File: config.mk
export PLATFORM = sky130hd
export DESIGN_NAME = inst_prefetch_flat
export DESIGN_NICKNAME = d
export VERILOG_FILES = /design/src/rtl/fetch_pkg.sv /design/src/rtl/inst_prefetch_if.sv /design/src/rtl/pf_fifo.sv /design/src/rtl/inst_prefetch.sv /design/src/flat_wrapper.sv
export SDC_FILE = /design/constraint.sdc
export NUM_CORES = 1
export LEC_CHECK = 0
export ABC_AREA = 1
export CAP_MARGIN = 20
export CORE_MARGIN = 2
export CORE_UTILIZATION = 55
export CTS_CLUSTER_SIZE = 30
export DETAILED_ROUTE_END_ITERATION = 6
export PLACE_DENSITY = 0.85
export SETUP_SLACK_MARGIN = 0.5
export SYNTH_ARGS = -nofsm -noshare
export SYNTH_HDL_FRONTEND = slang
export SYNTH_SLANG_ARGS = --single-unit
File: constraint.sdc
create_clock -name clk -period 12.2 [get_ports clk]
set_input_delay 1.22 -clock clk [delete_from_list [all_inputs] [get_ports clk]]
set_output_delay 1.22 -clock clk [all_outputs]
set_load 0.05 [all_outputs]
File: src/rtl/fetch_pkg.sv
// Shared types and constants for the instruction prefetch unit.
// Holds the buffer entry layout, the reset PC default and the NOP encoding.
package fetch_pkg;

    localparam logic [31:0] RESET_PC_DFLT = 32'h0000_0000;
    localparam logic [31:0] NOP_INST      = 32'h0000_0013;

    typedef struct packed {
        logic [31:0] pc;
        logic [31:0] inst;
    } fetch_entry_t;

endpackage

File: src/rtl/inst_prefetch_if.sv
// ROM and decode-side signals of the prefetch unit.
// The master side is the prefetcher; the slave side is ROM plus decode.
interface inst_prefetch_if;

    logic [11:0] rom_addr;
    logic [31:0] rom_inst;
    logic        fetch_en;
    logic        redirect_valid;
    logic [31:0] redirect_pc;
    logic        out_valid;
    logic [31:0] out_inst;
    logic [31:0] out_pc;
    logic        out_ready;

    modport master (
        output rom_addr, out_valid, out_inst, out_pc,
        input  rom_inst, fetch_en, redirect_valid,
        input  redirect_pc, out_ready
    );

    modport slave (
        input  rom_addr, out_valid, out_inst, out_pc,
        output rom_inst, fetch_en, redirect_valid,
        output redirect_pc, out_ready
    );

endinterface

File: src/rtl/pf_fifo.sv
// Flop-based prefetch buffer with push, pop and a priority flush.
// Head entry is read combinationally; there is no write-to-read bypass.
module pf_fifo
    import fetch_pkg::*;
#(
    parameter int DEPTH = 4,
    localparam int AW = $clog2(DEPTH),
    localparam int CW = AW + 1
) (
    input  logic         clk,
    input  logic         reset_n,
    input  logic         push_i,
    input  logic         pop_i,
    input  logic         flush_i,
    input  fetch_entry_t wdata_i,
    output logic [CW-1:0] count_o,
    output fetch_entry_t head_o
);

    fetch_entry_t    mem_q [DEPTH];
    logic [AW-1:0]   head_q, head_d;
    logic [AW-1:0]   tail_q, tail_d;
    logic [CW-1:0]   count_q, count_d;

    // Pointer and occupancy next-state; flush overrides push and pop.
    always_comb begin
        head_d  = head_q;
        tail_d  = tail_q;
        count_d = count_q;
        if (flush_i) begin
            head_d  = '0;
            tail_d  = '0;
            count_d = '0;
        end else begin
            if (push_i) tail_d = tail_q + AW'(1);
            if (pop_i)  head_d = head_q + AW'(1);
            unique case ({push_i, pop_i})
                2'b10:   count_d = count_q + CW'(1);
                2'b01:   count_d = count_q - CW'(1);
                default: count_d = count_q;
            endcase
        end
    end

    // Pointer and occupancy registers, cleared asynchronously.
    always_ff @(posedge clk or negedge reset_n) begin
        if (!reset_n) begin
            head_q  <= '0;
            tail_q  <= '0;
            count_q <= '0;
        end else begin
            head_q  <= head_d;
            tail_q  <= tail_d;
            count_q <= count_d;
        end
    end

    // Entry storage; contents are meaningless while not counted.
    always_ff @(posedge clk) begin
        if (push_i && !flush_i) mem_q[tail_q] <= wdata_i;
    end

    assign count_o = count_q;
    assign head_o  = mem_q[head_q];

endmodule

File: src/rtl/inst_prefetch.sv
// Instruction prefetcher: walks the ROM from fetch_pc into a small buffer.
// Redirects flush the buffer and restart fetching at the word-aligned target.
module inst_prefetch
    import fetch_pkg::*;
#(
    parameter int          DEPTH    = 4,
    parameter logic [31:0] RESET_PC = RESET_PC_DFLT
) (
    input  logic clk,
    input  logic reset_n,
    inst_prefetch_if.master bus
);

    localparam int CW = $clog2(DEPTH) + 1;

    logic [31:0]   fetch_pc_q, fetch_pc_d;
    logic [31:0]   target;
    logic [CW-1:0] count;
    logic          valid;
    logic          push;
    logic          pop;
    fetch_entry_t  wr_entry;
    fetch_entry_t  head;

    assign target = bus.redirect_pc & 32'hFFFF_FFFC;
    assign valid  = (count != '0);
    assign pop    = valid & bus.out_ready;
    assign push   = bus.fetch_en & ~bus.redirect_valid
                  & ((count < CW'(DEPTH)) | pop);

    assign wr_entry = '{pc: fetch_pc_q, inst: bus.rom_inst};

    pf_fifo #(
        .DEPTH (DEPTH)
    ) u_fifo (
        .clk     (clk),
        .reset_n (reset_n),
        .push_i  (push),
        .pop_i   (pop),
        .flush_i (bus.redirect_valid),
        .wdata_i (wr_entry),
        .count_o (count),
        .head_o  (head)
    );

    // Fetch PC next-state: redirect wins, otherwise advance on push.
    always_comb begin
        fetch_pc_d = fetch_pc_q;
        if (bus.redirect_valid) fetch_pc_d = target;
        else if (push)          fetch_pc_d = fetch_pc_q + 32'd4;
    end

    // Fetch PC register.
    always_ff @(posedge clk or negedge reset_n) begin
        if (!reset_n) fetch_pc_q <= RESET_PC;
        else          fetch_pc_q <= fetch_pc_d;
    end

    assign bus.rom_addr  = fetch_pc_q[11:0];
    assign bus.out_valid = valid;
    assign bus.out_inst  = valid ? head.inst : NOP_INST;
    assign bus.out_pc    = valid ? head.pc : RESET_PC;

endmodule

File: src/flat_wrapper.sv
// flat-port wrapper written by rule: the top's interface ports become plain ports
module inst_prefetch_flat import fetch_pkg::*;
#(
    parameter int          DEPTH    = 4,
    parameter logic [31:0] RESET_PC = RESET_PC_DFLT
)
  (clk, reset_n, bus_rom_addr, bus_out_valid, bus_out_inst, bus_out_pc, bus_rom_inst, bus_fetch_en, bus_redirect_valid, bus_redirect_pc, bus_out_ready);
  inst_prefetch_if bus_i ();
  input  logic clk;
  input  logic reset_n;
  output wire logic [$bits(bus_i.rom_addr)-1:0] bus_rom_addr;
  output wire logic [$bits(bus_i.out_valid)-1:0] bus_out_valid;
  output wire logic [$bits(bus_i.out_inst)-1:0] bus_out_inst;
  output wire logic [$bits(bus_i.out_pc)-1:0] bus_out_pc;
  input wire logic [$bits(bus_i.rom_inst)-1:0] bus_rom_inst;
  input wire logic [$bits(bus_i.fetch_en)-1:0] bus_fetch_en;
  input wire logic [$bits(bus_i.redirect_valid)-1:0] bus_redirect_valid;
  input wire logic [$bits(bus_i.redirect_pc)-1:0] bus_redirect_pc;
  input wire logic [$bits(bus_i.out_ready)-1:0] bus_out_ready;
  assign bus_rom_addr = bus_i.rom_addr;
  assign bus_out_valid = bus_i.out_valid;
  assign bus_out_inst = bus_i.out_inst;
  assign bus_out_pc = bus_i.out_pc;
  assign bus_i.rom_inst = bus_rom_inst;
  assign bus_i.fetch_en = bus_fetch_en;
  assign bus_i.redirect_valid = bus_redirect_valid;
  assign bus_i.redirect_pc = bus_redirect_pc;
  assign bus_i.out_ready = bus_out_ready;
  inst_prefetch #(.DEPTH(DEPTH), .RESET_PC(RESET_PC)) u_core (.clk(clk), .reset_n(reset_n), .bus(bus_i));
endmodule
==> flow_metrics.tcl, run 1 <==
set metrics [dict create \
    outcome "finished, final reports clean" \
    wl_per_cell_um 17.67 \
    critPathKind "flip-flop to primary output" \
    timing.critical_path.from "u_core.u_fifo.head_q[0]" \
    cts_tree "built" \
    placement_rows 54 \
    worst_slew_margin_rel 0.3460 \
    die_w_um 153.7 \
    post_route_cells_drive_above_1_share 0.06484 \
    insertion_delay_ps 530 \
    finalWorstPathRequiredPeriod_ps 4997 \
    worst_flop_to_flop_path_endpoint "u_core.u_fifo.mem_q[3][6]" \
    fillerInstances 1557 \
    worstHoldPathType "flip-flop to flip-flop" \
    cts_setup_buffers 0 \
    timing.critical_path.to "bus_out_pc[16]" \
    power_per_cell_area_nw_per_um2 225.2 \
    worst_clock_skew_ps 6.302 \
    drt_drc_violations_left 0 \
    antenna_left 0 \
    critPathArrivalTime_ps 3780 \
    final_min_period_over_clock_period 0.4096 \
    first_global_vias 8574 \
    coreArea_sq_um 21890 \
    vias 8600 \
    first_iter_violations 890 \
    hold_buffers 0 \
    final.setup.tns_ps 0 \
    num_antenna_cells 0 \
    crit_path_start_kind "flip-flop" \
    clock-sinks 285 \
    total_cts_buffers 28 \
    route.final.wire_length_um 27560 \
    whs_ps 556.3 \
    die_area_sq_um 23630 \
    area_delta_synth_final_pct 20.22 \
    worst-path-max-fanout 67 \
    dominantRegCellSynth "sky130_fd_sc_hd__edfxtp_1" \
    dpl.hpwl_um 15760 \
    final-hold-violation-count 0 \
    floorplan.die.height_um 153.7 \
    post_layout_nets 1333 \
    htreeDepth 1 \
    grt_setup_unrepaired "false" \
    timing.critical_path.to_type "primary output" \
    setup_slack_at_placement_ps 7634 \
    synthCells 1145 \
    synth_cell_types 36 \
    timing.rr.start "u_core.u_fifo.count_o[2]" \
    clockRootBuffer "sky130_fd_sc_hd__clkbuf_16" \
    clk_transition_reported_paths_ps 60 \
    reg2reg_setup_slack_ps 9140 \
    netlist_area_sq_um 12330 \
    globalRoute.totalOverflow 0 \
    power.leakage_uw 0.005368 \
    post_synth_edffs 248 \
    boundaryPins 146 \
    p_total_uw 3338 \
    number_of_warning_messages_in_the_yosys_log 0 \
    crit_required_ps 10980 \
    port_buffers 139 \
    grt.total_usage 0.2293 \
    cts_buffer_depth 3 \
    drt-pass1-iter-count 5 \
    grt_max_degree 90 \
    max_cap_viol_count 0 \
    final-max-slew-violation-count 0 \
    finalSetupViolations 0 \
    timing.fmax_ghz 0.2001 \
    synth.area.top_cells "sky130_fd_sc_hd__edfxtp_1 60%, sky130_fd_sc_hd__nor2_1 8.6%, sky130_fd_sc_hd__dfrtp_1 7.5%" \
    finalWorstSetupSlack_ps 7203 \
    initial_core_util 0.5631 \
    dr_vias_cell 5.513 \
    worstMarginPinSlew_ps 981.0 \
    finish.utilization 0.6770 \
    yosys.area.top_type "sky130_fd_sc_hd__edfxtp_1" \
    routability_congestion_estimate_from_global_placement 0.8598 \
    grt_antenna_before_repair 0 \
    vdd_drop_max_uv 126.8 \
    timing.reg2reg.worst_path_depth 4 \
    synth_largest_type_area_fraction 0.6041 \
    wire_length_of_the_first_global_routing_pass_um 43540 \
    ys_seq_area_frac 0.6793 \
    postSynth.asyncResetShare 0.1298 \
    synth.avg_cell_area_sq_um 10.77 \
    cts_resized 0 \
    synth.ff_latch_count 285 \
]
[cell families (layout without fill, tap and decap cells)]
family,Yosys count,count (layout),synth area share
and+or+nand+nor,502,502,0.1694
buffers and inverters,125,257,0.04639
AOI/OAI and AO/OA,220,220,0.09369
adders and majority gates,6,6,0.006699
other,1,4,0.0003042
xor gates and xnor gates,6,6,0.004263
DFF,285,285,0.6793
[where the power goes]
| group | total [uW] | internal, uW | switching, uW |
|---|---|---|---|
| Combinational | 1230 | 355 | 872 |
| Clock | 913 | 567 | 347 |
| Sequential | 1200 | 1130 | 64.1 |
| Total | 3340 | 2060 | 1280 |
[worst max-delay path, cell delays in order (launching register included)]
cell and delay, ps:
sky130_fd_sc_hd__dfrtp_4 660, sky130_fd_sc_hd__clkinv_2 550, sky130_fd_sc_hd__buf_4 620, sky130_fd_sc_hd__o21ai_0 250
sky130_fd_sc_hd__a21oi_1 270, sky130_fd_sc_hd__clkdlybuf4s50_1 860
[sequential cells by signal (all words and copies together) (netlist names)]
signal                 count
u_core.u_fifo.tail_q       2
u_core.fetch_pc_q         30
u_core.u_fifo.head_q       2
u_core.u_fifo.mem_q      248
u_core.u_fifo.count_o      3
[layer usage]
layer / GRT usage / share of wire / vias up
met5: 0 / 0 / -
met4: 0.05592 / 0.016 / 0
met3: 0.02903 / 0.071 / 44
met2: 0.4093 / 0.51 / 356
met1: 0.3007 / 0.40 / 4084
li1: - / - / 4116
[stage by stage]
| stage | area, sq um | instances |
|---|---|---|
| after global placement | 13820 | 1508 |
| final | 14820 | 1560 |
| after detailed placement | 13820 | 1508 |
| after floorplan | 12340 | 1148 |
| after global routing | 14820 | 1560 |
| after CTS | 14820 | 1560 |
[placed cells by master, fill, tap and decap left out, types with 7 or more instances in the layout]
master	netlist	layout
sky130_fd_sc_hd__nor2_1	283	279
sky130_fd_sc_hd__clkbuf_16	0	29
sky130_fd_sc_hd__nor2_4	7	11
sky130_fd_sc_hd__buf_4	18	10
sky130_fd_sc_hd__nand2_1	147	147
sky130_fd_sc_hd__o21bai_1	11	11
sky130_fd_sc_hd__o21ai_0	137	137
sky130_fd_sc_hd__nand2_2	7	7
sky130_fd_sc_hd__edfxtp_1	248	248
sky130_fd_sc_hd__nand3_1	47	47
sky130_fd_sc_hd__dfrtp_1	37	35
sky130_fd_sc_hd__inv_1	52	52
sky130_fd_sc_hd__clkbuf_1	21	10
sky130_fd_sc_hd__a21oi_1	62	62
sky130_fd_sc_hd__clkdlybuf4s50_1	0	138
[how the worst min path moves through the flow]
stage	startpoint	end	cells after the start
3_3_place_gp	u_core.u_fifo.count_o[0]	u_core.u_fifo.count_o[0]	1
4_1_cts	u_core.u_fifo.count_o[1]	u_core.u_fifo.count_o[1]	2
2_1_floorplan	u_core.fetch_pc_q[31]	u_core.u_fifo.mem_q[0][63]	0
5_1_grt	u_core.u_fifo.count_o[1]	u_core.u_fifo.count_o[1]	2
3_5_place_dp	u_core.u_fifo.count_o[1]	u_core.u_fifo.count_o[1]	2
6_report	u_core.u_fifo.count_o[1]	u_core.u_fifo.count_o[1]	2
[layout make-up]
cell class,instances,area (sq um),share of cell area
Clock buffer,43,818.3,0.05522
Tap cell,280,350.3,0.02364
Inverter,56,211.5,0.01427
Sequential cell,285,8378,0.5654
Clock inverter,9,176.4,0.01190
Multi-Input combinational cell,738,3423,0.2310
Timing Repair Buffer,149,1461,0.09862
[cells in the mapped netlist (3+ instances only)]
library cell / number
sky130_fd_sc_hd__nor2_1: 283
sky130_fd_sc_hd__edfxtp_1: 248
sky130_fd_sc_hd__nand2_1: 147
sky130_fd_sc_hd__o21ai_0: 137
sky130_fd_sc_hd__a21oi_1: 62
sky130_fd_sc_hd__inv_1: 52
sky130_fd_sc_hd__nand3_1: 47
sky130_fd_sc_hd__dfrtp_1: 37
sky130_fd_sc_hd__buf_2: 24
sky130_fd_sc_hd__clkbuf_1: 21
sky130_fd_sc_hd__buf_4: 18
sky130_fd_sc_hd__o21bai_1: 11
sky130_fd_sc_hd__nand2_2: 7
sky130_fd_sc_hd__nor2_4: 7
sky130_fd_sc_hd__ha_1: 5
sky130_fd_sc_hd__o211ai_1: 4
sky130_fd_sc_hd__xor2_1: 4
sky130_fd_sc_hd__buf_1: 3
sky130_fd_sc_hd__clkbuf_2: 3
sky130_fd_sc_hd__inv_2: 3
(Power assumes the default switching activity.)
==> run 2, diff against run 1 <==
clock period = 5.09 ns   (was 12.2 ns; I/O delays follow)
==> run 2 against run 1 <==
  * Core utilization is 0.051 points higher
  * Sequential cell count did not move
  * Setup slack worse by 6100 ps
  * Clock skew increased by 7.7 ps
  * Global-route usage is essentially flat
  * Sequential share of layout area about the same
  * Wire length shrank 0.61%
  * Non-clock buffer count grew 2
  * Critical path depth increased by 1
  * Cell count increased by 0.19%
  * First-iteration DRC count shrank 22%
==> flow_metrics.tcl, run 2 (same netlist as run 1, synthesis figures left out) <==
set metrics [dict create \
    finalWorstPathRequiredPeriod_ps 4028 \
    num_antenna_cells 0 \
    dr_vias_cell 5.537 \
    timing.critical_path.max_delay_family "buffers and inverters" \
    fillerInstances 1563 \
    final_min_period_over_clock_period 0.7914 \
    boundaryPins 146 \
    reg2reg_setup_slack_ps 2450 \
    max_cap_viol_count 0 \
    finish.utilization 0.6775 \
    insertion_delay_ps 540 \
    series_of_cell_instances_along_the_critical_path "buf_4 -> nor2_1 -> nor2_1 -> o21ai_0 -> a21oi_1 -> clkdlybuf4s50_1" \
    worst_flop_to_flop_path_endpoint "u_core.u_fifo.mem_q[0][27]" \
    vdd_drop_max_uv 240.1 \
    cts_buffer_depth 3 \
    wl_per_cell_um 17.52 \
    worst_clock_skew_ps 13.99 \
    clock-sinks 285 \
    total_cts_buffers 29 \
    dpl.hpwl_um 15730 \
    finalSetupViolations 0 \
    worst_path_most_repeated_cell "sky130_fd_sc_hd__nor2_1" \
    timing.rr.start "u_core.u_fifo.count_o[2]" \
    htreeDepth 1 \
    route.final.wire_length_um 27390 \
    largest_reg_flops 248 \
    power_frac_comb 0.370 \
    clockRootBuffer "sky130_fd_sc_hd__clkbuf_16" \
    clock_power_share 0.263 \
    power_per_cell_area_nw_per_um2 533.0 \
    worst_slew_margin_rel 0.3436 \
    crit_required_ps 4580 \
    timing.reg2reg.worst_path_depth 4 \
    critPathArrivalTime_ps 3520 \
    timing.critical_path.to_type "primary output" \
    first_iter_violations 697 \
    cts_setup_buffers 0 \
    initial_core_util 0.5631 \
    port_buffers 139 \
    worst-path-max-fanout 89 \
    antenna_left 0 \
    cts_tree "built" \
    critical_path.n_buffers_inverters 2 \
    p_seq_frac 0.367 \
    cellInternalPower_uw 4822 \
    crit_path_start_kind "flip-flop" \
    grt_max_degree 90 \
    p_switching_uw 3082 \
    power.leakage_uw 0.005374 \
    cts_resized 0 \
    die_area_sq_um 23630 \
    most-common-layout-cells "279 x sky130_fd_sc_hd__nor2_1, 248 x sky130_fd_sc_hd__edfxtp_1, 147 x sky130_fd_sc_hd__nand2_1" \
    wire_length_of_the_first_global_routing_pass_um 43260 \
    timing.fmax_ghz 0.2483 \
    most_flop_heavy_register "u_core.u_fifo.mem_q" \
    first_global_vias 8526 \
    critPathKind "flip-flop to primary output" \
    placement_rows 54 \
    outcome "finished, final reports clean" \
    p_total_uw 7904 \
    final.setup.tns_ps 0 \
    area_delta_synth_final_pct 20.31 \
    clk_transition_reported_paths_ps 60 \
    most_common_cell_after_layout_fill_and_taps_aside "sky130_fd_sc_hd__nor2_1" \
    switching_share 0.3900 \
    post-route-cell-area_sq_um 14830 \
    floorplan.die.height_um 153.7 \
    final-hold-violation-count 0 \
    grt_setup_unrepaired "false" \
    hold_buffers 0 \
    drt-pass1-iter-count 5 \
    post_route_cells_drive_above_1_share 0.06937 \
    worst_path_max_delay_cell "sky130_fd_sc_hd__dfrtp_4" \
    worstMarginPinSlew_ps 984.6 \
    die_w_um 153.7 \
    post_layout_nets 1336 \
    grt.total_usage 0.2296 \
    final-max-slew-violation-count 0 \
    routability_congestion_estimate_from_global_placement 0.8303 \
    drt_drc_violations_left 0 \
    globalRoute.totalOverflow 0 \
    cp_slowest_stage_delay_ps 1060 \
    place_area_sq_um 13880 \
    worstHoldPathType "primary input to asynchronous set/reset pin" \
    vias 8654 \
    grt_antenna_before_repair 0 \
    coreArea_sq_um 21890 \
]
## run 2: cell types whose count changed in the layout (fill, tap and decap cells not counted), sizes merged
cell	delta
clkinvlp	+1
clkinv	+3
bufinv	-3
buf	+2
## run 2: worst max-delay path by stage
stage | start | endpoint | slack (ps) | cells past startpoint
2_1_floorplan | bus_redirect_valid | u_core.u_fifo.mem_q[0][0] | 1110 | 4
3_3_place_gp | u_core.u_fifo.head_q[0] | bus_out_inst[0] | 1680 | 4
3_5_place_dp | bus_redirect_valid | u_core.u_fifo.mem_q[0][10] | 1650 | 6
4_1_cts | u_core.u_fifo.head_q[0] | bus_out_pc[6] | 1030 | 6
5_1_grt | u_core.u_fifo.head_q[0] | bus_out_pc[6] | 870 | 6
6_report | u_core.u_fifo.head_q[0] | bus_out_pc[6] | 1060 | 6
## run 2: worst register-to-register path, stage by stage, from the launching register on
cell	delay, ps
sky130_fd_sc_hd__dfrtp_1	410
sky130_fd_sc_hd__nand2_1	140
sky130_fd_sc_hd__nand3_1	590
sky130_fd_sc_hd__nor2_4	760
sky130_fd_sc_hd__buf_12	370
## run 2: final cells by class
class	count	area [sq um]	share of cell area
Tap cell	280	350.3	0.02362
Timing Repair Buffer	151	1514	0.1021
Clock inverter	10	105.1	0.007087
Multi-Input combinational cell	738	3423	0.2308
Sequential cell	285	8378	0.5649
Clock buffer	43	848.3	0.05720
Inverter	56	211.5	0.01426
## run 2: per-stage QoR
stage | setup slack (ps) | hold WS, ps | std cells
2_1_floorplan | 1114 | 213.4 | 1148
3_3_place_gp | 1679 | 525.1 | 1510
3_5_place_dp | 1647 | 545.5 | 1510
4_1_cts | 1029 | 100.6 | 1563
5_1_grt | 866.9 | 142.2 | 1563
6_report | 1062 | 89.50 | 1563
## run 2: power by group through the flow
stage	clock, uW	combinational [uW]	sequential [uW]
3_5_place_dp	0	2920	2940
6_report	2080	2920	2900
5_1_grt	2200	3110	2920
3_3_place_gp	0	2880	2930
2_1_floorplan	0	2040	2850
4_1_cts	2110	2940	2900
## run 2: layer usage
layer / vias up / global-route usage / share of wire
met5: - / 0 / 0
met4: 0 / 0.07427 / 0.020
met3: 49 / 0.03354 / 0.079
met2: 363 / 0.3934 / 0.50
met1: 4117 / 0.3049 / 0.40
li1: 4125 / - / -
